[src/rtl/tcdm_resp_pkg.sv]
// rtl/tcdm_resp_pkg.sv - shared defaults, LFSR constants and response record for the TCDM responder
package tcdm_resp_pkg;

  localparam int NB_PORTS_DEF   = 8;
  localparam int ADDR_WIDTH_DEF = 32;
  localparam int DATA_WIDTH_DEF = 32;
  localparam int MEM_WORDS_DEF  = 64;
  localparam int PORT_W_DEF     = $clog2(NB_PORTS_DEF);

  localparam logic [7:0] LFSR_SEED = 8'hA5;
  // Feedback taps are bits 7, 5, 4 and 3.
  localparam logic [7:0] LFSR_TAPS = 8'b1011_1000;

  function automatic logic lfsr_fb(input logic [7:0] state);
    return ^(state & LFSR_TAPS);
  endfunction

  typedef struct packed {
    logic                      valid;
    logic [PORT_W_DEF-1:0]     port;
    logic [DATA_WIDTH_DEF-1:0] data;
  } resp_t;

endpackage

[src/rtl/tcdm_rr_arbiter.sv]
// rtl/tcdm_rr_arbiter.sv - round-robin single grant, search ascending from i_ptr
module tcdm_rr_arbiter #(
  parameter int NB_PORTS = 8,
  localparam int PW      = (NB_PORTS > 1) ? $clog2(NB_PORTS) : 1
) (
  input  logic [NB_PORTS-1:0] i_req,
  input  logic [PW-1:0]       i_ptr,
  input  logic                i_en,
  output logic [NB_PORTS-1:0] o_gnt,
  output logic [PW-1:0]       o_idx,
  output logic                o_valid
);

  logic [PW-1:0] w_cand;
  logic          w_found;

  always_comb begin
    o_gnt   = '0;
    o_idx   = '0;
    w_found = 1'b0;
    w_cand  = '0;
    for (int i = 0; i < NB_PORTS; i++) begin
      w_cand = PW'((int'(i_ptr) + i) % NB_PORTS);
      if (i_en && !w_found && i_req[w_cand]) begin
        w_found       = 1'b1;
        o_gnt[w_cand] = 1'b1;
        o_idx         = w_cand;
      end
    end
    o_valid = w_found;
  end

endmodule

[src/rtl/tcdm_lockstep_responder.sv]
// rtl/tcdm_lockstep_responder.sv - single-ported TCDM responder, one grant per cycle, rvalid one cycle later
// Optional random grant stalls: define TCDM_RESP_STALL_EN.
module tcdm_lockstep_responder
  import tcdm_resp_pkg::*;
#(
  parameter int NB_PORTS   = NB_PORTS_DEF,
  parameter int ADDR_WIDTH = ADDR_WIDTH_DEF,
  parameter int DATA_WIDTH = DATA_WIDTH_DEF,
  parameter int MEM_WORDS  = MEM_WORDS_DEF
) (
  input  logic                                 clk_i,
  input  logic                                 rst_ni,
  input  logic [NB_PORTS-1:0]                  req_i,
  input  logic [NB_PORTS-1:0][ADDR_WIDTH-1:0]  add_i,
  input  logic [NB_PORTS-1:0]                  wen_i,
  input  logic [NB_PORTS-1:0][DATA_WIDTH/8-1:0] be_i,
  input  logic [NB_PORTS-1:0][DATA_WIDTH-1:0]  wdata_i,
  output logic [NB_PORTS-1:0]                  gnt_o,
  output logic [NB_PORTS-1:0]                  rvalid_o,
  output logic [NB_PORTS-1:0][DATA_WIDTH-1:0]  rdata_o
);

  localparam int PW = (NB_PORTS > 1) ? $clog2(NB_PORTS) : 1;
  localparam int BW = DATA_WIDTH / 8;
  localparam int IW = $clog2(MEM_WORDS);

  logic [PW-1:0]         r_rr_ptr;
  resp_t                 r_resp;
  logic [DATA_WIDTH-1:0] r_mem [MEM_WORDS];

  logic [NB_PORTS-1:0]   w_gnt;
  logic [PW-1:0]         w_idx;
  logic                  w_any;
  logic                  w_stall;
  logic                  w_en;
  logic [IW-1:0]         w_word;
  logic                  w_unused_addr;

`ifdef TCDM_RESP_STALL_EN
  logic [7:0] r_lfsr;

  always_ff @(posedge clk_i or negedge rst_ni) begin
    if (!rst_ni) r_lfsr <= LFSR_SEED;
    else         r_lfsr <= {r_lfsr[6:0], lfsr_fb(r_lfsr)};
  end

  assign w_stall = r_lfsr[0];
`else
  assign w_stall = 1'b0;
`endif

  // Reset gates the grant combinationally so nothing is accepted while held.
  assign w_en = rst_ni & ~w_stall;

  tcdm_rr_arbiter #(.NB_PORTS(NB_PORTS)) u_arb (
    .i_req   (req_i),
    .i_ptr   (r_rr_ptr),
    .i_en    (w_en),
    .o_gnt   (w_gnt),
    .o_idx   (w_idx),
    .o_valid (w_any)
  );

  assign gnt_o         = w_gnt;
  assign w_word        = add_i[w_idx][2 +: IW];
  assign w_unused_addr = ^add_i;

  always_ff @(posedge clk_i or negedge rst_ni) begin
    if (!rst_ni) begin
      r_rr_ptr <= '0;
    end else if (w_any) begin
      r_rr_ptr <= (w_idx == PW'(NB_PORTS - 1)) ? '0 : w_idx + 1'b1;
    end
  end

  always_ff @(posedge clk_i or negedge rst_ni) begin
    if (!rst_ni) begin
      for (int i = 0; i < MEM_WORDS; i++) r_mem[i] <= '0;
    end else if (w_any && !wen_i[w_idx]) begin
      for (int b = 0; b < BW; b++) begin
        if (be_i[w_idx][b]) r_mem[w_word][8*b +: 8] <= wdata_i[w_idx][8*b +: 8];
      end
    end
  end

  // Writes respond too, with zero data.
  always_ff @(posedge clk_i or negedge rst_ni) begin
    if (!rst_ni) begin
      r_resp <= '0;
    end else if (w_any) begin
      r_resp.valid <= 1'b1;
      r_resp.port  <= PORT_W_DEF'(w_idx);
      r_resp.data  <= wen_i[w_idx] ? DATA_WIDTH_DEF'(r_mem[w_word]) : '0;
    end else begin
      r_resp.valid <= 1'b0;
    end
  end

  always_comb begin
    rvalid_o                     = '0;
    rvalid_o[PW'(r_resp.port)]   = r_resp.valid;
  end

  assign rdata_o = {NB_PORTS{DATA_WIDTH'(r_resp.data)}};

endmodule

[config.mk]
export PLATFORM = sky130hd
export DESIGN_NAME = tcdm_lockstep_responder
export DESIGN_NICKNAME = d
export VERILOG_FILES = /design/src/rtl/tcdm_resp_pkg.sv /design/src/rtl/tcdm_rr_arbiter.sv /design/src/rtl/tcdm_lockstep_responder.sv
export SDC_FILE = /design/constraint.sdc
export NUM_CORES = 2
export LEC_CHECK = 0
export ABC_AREA = 1
export BUFFER_PORTS_ARGS = -buffer_cell sky130_fd_sc_hd__buf_4
export CAP_MARGIN = 15
export CORE_ASPECT_RATIO = 1.5
export CORE_MARGIN = 2
export CORE_UTILIZATION = 40
export CTS_CLUSTER_SIZE = 16
export DETAILED_ROUTE_END_ITERATION = 10
export PLACE_DENSITY_LB_ADDON = 0.05
export SLEW_MARGIN = 20
export SYNTH_ARGS = -nofsm -noshare
export SYNTH_HDL_FRONTEND = slang
export SYNTH_HIERARCHICAL = 1
export SYNTH_SLANG_ARGS = --single-unit
export TNS_END_PERCENT = 30
[constraint.sdc]
create_clock -name clk_i -period 5.35 [get_ports clk_i]
set_input_delay 0.2675 -clock clk_i [delete_from_list [all_inputs] [get_ports clk_i]]
set_output_delay 0.2675 -clock clk_i [all_outputs]
set_load 0.01 [all_outputs]
==> impl_metrics.json <==
{
  "synth_simple_gate_area_share_pct": 30.1,
  "area_growth_pct": 20.7,
  "drive_gt1_share_pct": 13.6,
  "die_w_um": 423,
  "cts_tree": "done",
  "finalHoldViolCount": 0,
  "fp-row-count": 230,
  "worst_slew_pin_slew_ns": 1.09,
  "synthTopCellsByArea": "dfrtp_1 50%, nand2_1 21%, o21ai_0 8.5%, nand3_1 4.1%, nand3b_1 3.1%",
  "initial_core_util_pct": 40.2,
  "io_buffer_count": 625,
  "cpPeakStageDelay_ns": 0.49,
  "synth_compound_area_share_pct": 12.0,
  "antenna_found_initial": 26,
  "ys_seq_area_share_pct": 49.7,
  "setup_viol": 0,
  "synth_mux_area_share_pct": 0.229,
  "synth_edf_count": 0,
  "design.core.area_mm2": 0.262,
  "startpoint_type": "flip-flop",
  "ys.warnings.count": 6,
  "async_flop_share_pct": 100,
  "fillers": 26100,
  "drv_slew": 0,
  "synth_area_mm2": 0.105,
  "avgSynthCellArea_um2": 7.47,
  "worst_skew_pair.late_latency_ns": 0.91,
  "holdWs_ns": 0.0739,
  "dpl.hpwl_mm": 288,
  "slew_headroom_pct": 27.4,
  "numCtsBuffers": 219,
  "syn-num-nets": 14600,
  "critPathKind": "flip-flop to flip-flop",
  "grt_pass1_vias": 93000,
  "yosysTopAreaCell": "dfrtp_1",
  "grt_start_max_net_pins": 183,
  "fmax_mhz": 194,
  "netlist_instances": 14100,
  "netlist.area_leader.share_pct": 49.7,
  "finalClockSkew_ns": 0.0823,
  "post-synth-top-count-cell": "nand2_1",
  "hp-class": "input pin to async pin",
  "drt_pass1_iterations": 6,
  "synth-xor-area-share_pct": 0,
  "routed_via_density": 5.34,
  "ys_ff_latch": 2087,
  "drt_iter0_markers": 9762,
  "critPathTopFamily": "simple AND/OR/NAND/NOR gates",
  "status": "finished, final reports clean",
  "vias": 97100,
  "max_cap_violations": 0,
  "wirelength_mm": 420,
  "grt_setup_unrepaired": "true",
  "clock_path_buffers": 4,
  "routabilityCongestion": 0.961,
  "cp.required_ns": 6.07,
  "crit_path_top_delay_cell": "nor2_1",
  "ys_top_cells_by_count": "5857 x nand2_1, 2087 x dfrtp_1, 1780 x o21ai_0, 855 x nand3_1, 762 x clkbuf_1",
  "period_needed_ns": 5.15,
  "setup.worst_path.end_class": "flip-flop",
  "final_antenna_net_count": 0,
  "grt_pass1_wl_mm": 622,
  "critPathArrivalTime_ns": 5.88,
  "clkTransAtPathRegs_ns": 0.06,
  "yosysUniqueCellTypes": 41,
  "post-route-period-util_pct": 96.3,
  "synth_fa_ha_area_share_pct": 0.0952,
  "final_nets": 15100,
  "synth_top_family_by_area": "simple AND/OR/NAND/NOR gates",
  "clock_sinks": 2087,
  "io_pins": 834,
  "wire_per_inst_um": 23.1,
  "die_h_um": 632,
  "drc": 0,
  "crit_top_cell": "nand2_1",
  "die-area_mm2": 0.267,
  "synth_ff_type": "dfrtp_1",
  "cts_max_level": 4,
  "grt_use_total_pct": 31.0,
  "root_buffer": "clkbuf_16",
  "path_max_fanout": 23,
  "grt.overflow.total": 0,
  "critPathBufInv": 8
}
## flip-flops by register name, summed over array words and instances (netlist names)
signal / flops
r_mem: 2048
r_resp: 4
r_rr_ptr: 3
rdata_o: 32
## final timing paths
| kind | start | to | slack (ns) | depth (start not counted) |
|---|---|---|---|---|
| worst max-delay path | r_rr_ptr[0] | r_mem[1846] | 0.20 | 27 |
| worst min-delay path | rst_ni | r_mem[1150] | 0.07 | 3 |
| worst max register to register | r_rr_ptr[0] | r_mem[1846] | 0.20 | 27 |
| worst min register to register | r_mem[1109] | r_mem[1109] | 0.47 | 2 |
| max in group asynchronous | rst_ni | r_mem[364] | 1.69 | 6 |
| min in group clk_i | wdata_i[253] | r_mem[1213] | 0.09 | 7 |
## worst register-to-register path: cells and delay by family, from the launching register on
| family | cells | cell delay (ns) |
|---|---|---|
| AND/OR/NAND/NOR | 15 | 2.25 |
| buffers and inverters | 8 | 1.63 |
| AO/OA/AOI/OAI | 4 | 0.77 |
| flip-flops | 1 | 0.41 |
## through the flow
step                setup TNS (ns)  util, %  cells  cell area [um2]  worst slack, ns
CTS                              0     48.4  18200           127000          0.00844
floorplan                        0        -  14100           105000            0.879
global placement           -118.41     45.5  17800           119000           -0.820
detailed placement          -12.67     45.5  17800           119000           -0.184
finish                           0     48.5  18200           127000            0.196
global route                 -1.09     48.5  18200           127000          -0.0722
## area by class of cell
| type | instances | area (um2) | area share [%] |
|---|---|---|---|
| Sequential cell | 2087 | 52200 | 41.2 |
| Multi-Input combinational cell | 10100 | 45400 | 35.8 |
| Clock buffer | 325 | 6580 | 5.18 |
| Antenna cell | 6 | 15.0 | 0.0118 |
| Timing Repair Buffer | 1486 | 15200 | 12.0 |
| Clock inverter | 70 | 847 | 0.668 |
| Tap cell | 3480 | 4350 | 3.43 |
| Inverter | 579 | 2200 | 1.73 |
## routing by layer
layer	global-route usage [%]	wire length, um
met5	0	67
met4	12.0	18500
met3	4.29	28100
met2	49.8	193000
met1	42.3	181000
## cell usage in the layout, fill, tap and decap left out, types with 4 or more instances in the layout
cell	count
a21oi_1	70
a32oi_4	7
buf_12	316
buf_16	4
buf_4	1153
buf_6	7
bufinv_16	18
clkbuf_1	42
clkbuf_16	224
clkbuf_8	59
clkinv_2	43
clkinvlp_4	5
dfrtp_1	2087
diode_2	6
dlygate4sd3_1	6
ha_1	8
inv_1	555
inv_2	20
mux2i_4	24
nand2_1	5842
nand2_2	25
nand2_4	11
nand3_1	850
nand3_2	7
nand3b_1	430
nand4_1	49
nor2_1	327
nor2_2	20
nor2_4	28
nor3_1	9
nor3_4	6
o21ai_0	1749
o21ai_1	590
o22ai_1	54
## cells by family (layout without fill, tap and decap cells)
group | count (synthesis) | after routing
muxes | 24 | 24
and+or+nand+nor | 7612 | 7612
adders and majority gates | 8 | 8
other | 0 | 6
AOI/OAI and AO/OA | 2487 | 2487
buffers and inverters | 1855 | 2460
DFF | 2087 | 2087
## what timing repair did
action	4_1_cts	5_1_grt
pin swaps	0	6
resized for setup	8	47
endpoints found under the setup margin	188	1040
hold buffers	7	0
setup buffers	0	4
hold endpoints to repair	366	0
Power is not shown: default switching activity piles up to over one toggle a cycle in this logic, so the estimate is an artifact.
